==> src/rtl/mem_responder.sv <==
// mem_responder: byte-wide memory responder with programmable wait states.
// A sampled read/write request is latched in IDLE, held through WAIT wait
// cycles, performed on the edge entering RESP, and acknowledged with a
// one-cycle ready pulse. A side-band preload port writes the array directly.
module mem_responder #(
  parameter int WIDTH  = 8,
  parameter int AWIDTH = 8,
  parameter int WAIT   = 2
) (
  input  logic              clk,
  input  logic              rst,
  input  logic              memread,
  input  logic              memwrite,
  input  logic [AWIDTH-1:0] adr,
  input  logic [WIDTH-1:0]  writedata,
  output logic [WIDTH-1:0]  memdata,
  output logic              ready,
  output logic              busy,
  output logic              err,
  input  logic              ld_en,
  input  logic [AWIDTH-1:0] ld_adr,
  input  logic [WIDTH-1:0]  ld_data
);

  typedef enum logic [1:0] {IDLE, WAITST, RESP} state_t;

  localparam logic [3:0] WAIT_M1 = (WAIT == 0) ? 4'd0 : 4'(WAIT - 1);

  state_t              state_q, state_d;
  logic [3:0]          cnt_q, cnt_d;
  logic                req_we_q, req_we_d;
  logic [AWIDTH-1:0]   req_adr_q, req_adr_d;
  logic [WIDTH-1:0]    req_data_q, req_data_d;
  logic                err_q, err_d;
  logic [WIDTH-1:0]    memdata_q, memdata_d;
  logic [WIDTH-1:0]    mem_q [0:(1<<AWIDTH)-1];

  // Transaction performed on the edge entering RESP; with no wait states
  // that edge is the sampling edge itself, so the live inputs are used.
  logic                enter_resp;
  logic                eff_we;
  logic [AWIDTH-1:0]   eff_adr;
  logic [WIDTH-1:0]    eff_data;

  // Next-state, request latching and transaction select.
  always_comb begin
    state_d    = state_q;
    cnt_d      = cnt_q;
    req_we_d   = req_we_q;
    req_adr_d  = req_adr_q;
    req_data_d = req_data_q;
    err_d      = err_q;
    enter_resp = 1'b0;
    eff_we     = req_we_q;
    eff_adr    = req_adr_q;
    eff_data   = req_data_q;
    case (state_q)
      IDLE: begin
        if (memread || memwrite) begin
          // A simultaneous read and write is serviced as a write.
          req_we_d   = memwrite;
          req_adr_d  = adr;
          req_data_d = writedata;
          if (memread && memwrite) err_d = 1'b1;
          if (WAIT == 0) begin
            state_d    = RESP;
            enter_resp = 1'b1;
            eff_we     = memwrite;
            eff_adr    = adr;
            eff_data   = writedata;
          end else begin
            state_d = WAITST;
            cnt_d   = WAIT_M1;
          end
        end
      end
      WAITST: begin
        if (cnt_q == 4'd0) begin
          state_d    = RESP;
          enter_resp = 1'b1;
        end else begin
          cnt_d = cnt_q - 4'd1;
        end
      end
      RESP:    state_d = IDLE;
      default: state_d = IDLE;
    endcase
    memdata_d = memdata_q;
    if (enter_resp && !eff_we) memdata_d = mem_q[eff_adr];
  end

  // Control and response registers with synchronous reset.
  always_ff @(posedge clk) begin
    if (rst) begin
      state_q    <= IDLE;
      cnt_q      <= 4'd0;
      req_we_q   <= 1'b0;
      req_adr_q  <= '0;
      req_data_q <= '0;
      err_q      <= 1'b0;
      memdata_q  <= '0;
    end else begin
      state_q    <= state_d;
      cnt_q      <= cnt_d;
      req_we_q   <= req_we_d;
      req_adr_q  <= req_adr_d;
      req_data_q <= req_data_d;
      err_q      <= err_d;
      memdata_q  <= memdata_d;
    end
  end

  // Backing array: preload first so a same-address request write wins;
  // a request write is dropped when reset lands on its RESP-entry edge.
  always_ff @(posedge clk) begin
    if (ld_en) mem_q[ld_adr] <= ld_data;
    if (!rst && enter_resp && eff_we) mem_q[eff_adr] <= eff_data;
  end

  assign ready   = (state_q == RESP);
  assign busy    = (state_q != IDLE);
  assign memdata = memdata_q;
  assign err     = err_q;

endmodule
==> config.mk <==
export PLATFORM = sky130hd
export DESIGN_NAME = mem_responder
export DESIGN_NICKNAME = d
export VERILOG_FILES = /design/src/rtl/mem_responder.sv
export SDC_FILE = /design/constraint.sdc
export NUM_CORES = 2
export LEC_CHECK = 0
export CAP_MARGIN = 20
export CORE_MARGIN = 2
export CORE_UTILIZATION = 57
export DETAILED_ROUTE_END_ITERATION = 10
export PLACE_DENSITY = 0.8
export SLEW_MARGIN = 30
export SYNTH_ARGS = -nofsm -noshare
export SYNTH_HDL_FRONTEND = slang
export SYNTH_SLANG_ARGS = --single-unit
export TNS_END_PERCENT = 10
==> constraint.sdc <==
create_clock -name clk -period 8.5 [get_ports clk]
set_clock_uncertainty 0.15 [all_clocks]
set_input_delay 1.7 -clock clk [delete_from_list [all_inputs] [get_ports clk]]
set_output_delay 1.7 -clock clk [all_outputs]
set_load 0.005 [all_outputs]
==> qor.yml <==
setup_path:
  crit_buf_inv: 2
  cp_max_fo: 10
  startpoint_type: "primary input"
  cp-end-kind: "register"
  cp.arrival_ns: 5.38
  worst-setup-path-type: "primary input to register"
  cp_slowest_cell: "nand2_1"
  cp_top_family: "simple AND/OR/NAND/NOR gates"
  critical_path.max_stage_delay_ns: 0.94
  cp_cell_sequence: "clkdlybuf4s50_1 > nor2b_1 > nand2_1 > buf_4 > o21ai_1"
  cp.required_ns: 8.87
clock_network:
  cts_resized: 0
  clk_pin_slew_worst_paths_ns: 0.06
  cts_buffer_depth: 3
  post_cts_buffers: 0
  cts_max_level: 4
  clock-sinks: 2080
  cts_buffers: 205
  cts_tree: "done"
  cts.hold.buffers_added: 0
  cts_root_buffer: "clkbuf_16"
  clkLatencyLatePin_ns: 0.91
synth:
  ys_types: 67
  synth_edf_count: 2048
  postSynth.asyncResetShare: 0
  synth-seq-cells: 2080
  netlist_instances: 6850
  seq_area_frac_synth: 0.576
  syn_area_per_cell_um2: 15.8
  ys.flop_type: "edfxtp_1"
  yosysWarningCount: 0
  synthesis.nets: 6889
  syn-cell-area_um2: 108000
timing:
  final_max_slew_viol_count: 0
  max_freq_ghz: 0.199
  rsz0062_at_grt: "no"
  hold_viol: 0
  tns_ns: 0
  slew_headroom: 0.203
  timing.final.crit_share: 0.590
  finalCriticalPeriod_ns: 5.01
  fin_ws_ns: 3.49
  tightest_slew_ns: 1.19
  setup_violations: 0
drt:
  drt_iter0_drc: 10484
  vias_per_cell: 7.45
  antenna_left: 0
  totalWireLength_um: 343000
  vias: 68388
  drc: 0
  dr.pass1.iters: 6
  wl_per_cell_um: 37.4
global_routing:
  grt-ovfl-total: 0
  grt_pass1_wl_um: 491000
  grt_start_max_net_pins: 171
  grt_pass1_vias: 66909
  antenna_found_initial: 23
  grtUsageTotal: 0.353
die:
  die_w_um: 439
  initial_core_util: 0.574
  ios: 48
  die_area_um2: 193000
  die_h_um: 439
  row_count: 159
  core_um2: 188000
layout:
  seq_area_um2: 62200
  final_cell_mix: "2048 x edfxtp_1, 2030 x mux2_2, 485 x mux4_2"
  mostFrequentLayoutCell: "edfxtp_1"
  stdcell_area_um2: 117000
  post_route_cells_drive_above_1_share: 0.486
  nNetsFinal: 6527
  area_growth_pct: 8.47
  final_cells: 9174
  fill_cells: 13180
  finish.utilization: 0.623
  multiInputGateArea_um2: 43200
place:
  port_buffers: 47
  dp.cells: 8766
  gp_congestion: 0.933
  dp_hpwl_um: 202000
  place_ws_ns: 2.70
  dpl_cell_area_um2: 110000
power:
  power.density_nw_per_um2: 201
  irDropWorstVdd_mv: 0.228
  p_leak_nw: 35.7
flow_run:
  drv_cap: 0
min_path:
  hp-class: "register to register"
outcome:
  status: "finished clean"
logic make-up after synthesis:
logic type	count (synthesis)	synth area share
compound gates	526	0.0318
xor+xnor	2	0.000162
fa+ha+maj	2	0.000232
buf+inv	783	0.0293
flops	2080	0.576
mux	2682	0.329
simple gates	775	0.0342
worst min-delay path, stage by stage, from the launching register on:
cell     delay [ns]
dfxtp_1        0.34
a31oi_1        0.04
nor2_1         0.07
cells in the mapped netlist (all sizes together), types with 3 or more instances:
cell type | instances | area [um2]
mux2i | 141 | 1410
o21ai | 91 | 455
dfxtp | 32 | 641
o211ai | 7 | 52.6
nand4 | 16 | 100
inv | 8 | 30.0
a22o | 7 | 61.3
o22ai | 227 | 1420
nand3 | 66 | 330
nand3b | 5 | 37.5
and2 | 7 | 43.8
nor3 | 17 | 108
nor4 | 9 | 56.3
nor3b | 3 | 22.5
o22a | 5 | 43.8
a2111oi | 3 | 26.3
edfxtp | 2048 | 61500
nor2 | 256 | 1270
a311oi | 8 | 70.1
a21oi | 35 | 175
o2111ai | 3 | 26.3
a211oi | 14 | 105
and3 | 15 | 93.8
and3b | 3 | 26.3
clkbuf | 605 | 2270
a32o | 3 | 30.0
o311a | 3 | 30.0
a211o | 3 | 26.3
o32ai | 6 | 52.6
a221oi | 10 | 87.6
buf | 169 | 855
nand2b | 14 | 87.6
a31oi | 27 | 169
o221ai | 3 | 26.3
mux4 | 485 | 10900
nand2 | 325 | 1240
a22oi | 37 | 278
mux2 | 2056 | 23200
nor2b | 21 | 131
or2 | 6 | 37.5
a32oi | 26 | 228
state kept, by name, indices dropped and copies added (netlist names):
register	cells
eff_we	1
err	1
cnt_q	4
memdata	8
mem_q	2048
eff_adr	8
state_q	2
eff_data	8
metal layers:
| metal | track usage | routed length, um |
|---|---|---|
| met2 | 0.508 | 151000 |
| met4 | 0.228 | 26000 |
| met3 | 0.114 | 49500 |
| met5 | 0 | 114 |
| met1 | 0.463 | 117000 |
through the flow:
| step | power (mW) | hold WS, ns |
|---|---|---|
| 2_1_floorplan | 13.4 | 0.311 |
| 3_3_place_gp | 14.5 | 0.313 |
| 3_5_place_dp | 14.6 | 0.320 |
| 4_1_cts | 23.4 | 0.335 |
| 5_1_grt | 23.9 | 0.383 |
| 6_report | 23.6 | 0.337 |
power by group:
part	total, mW	switching (mW)	leakage [nW]	internal [mW]
clock network	9.05	4.12	3.22	4.94
registers	11.5	0.164	18.7	11.3
logic	3.08	1.96	13.8	1.12
final timing paths:
check                                             start                 endpoint  slack [ns]  depth (start not counted)
worst max-delay path                          ld_adr[0]  mem_q[229][0]$_DFFE_PP_        3.49                          5
worst min-delay path                   err$_SDFFE_PP0P_         err$_SDFFE_PP0P_        0.34                          2
worst min register to register         err$_SDFFE_PP0P_         err$_SDFFE_PP0P_        0.34                          2
worst max register to register  eff_adr[3]$_SDFFE_PP0P_  memdata[4]$_SDFFE_PP0P_        3.54                          9
cell type report:
class                   count  share of cell area
repair buffers            205              0.0171
clock inverters           119             0.00910
well taps                2495              0.0267
flip-flops and latches   2080               0.531
clock buffers             263              0.0468
multi-input cells        3987               0.369
inverters                   9            0.000353
diodes                     16            0.000342
Note: power is estimated with default switching activity, not from simulation.
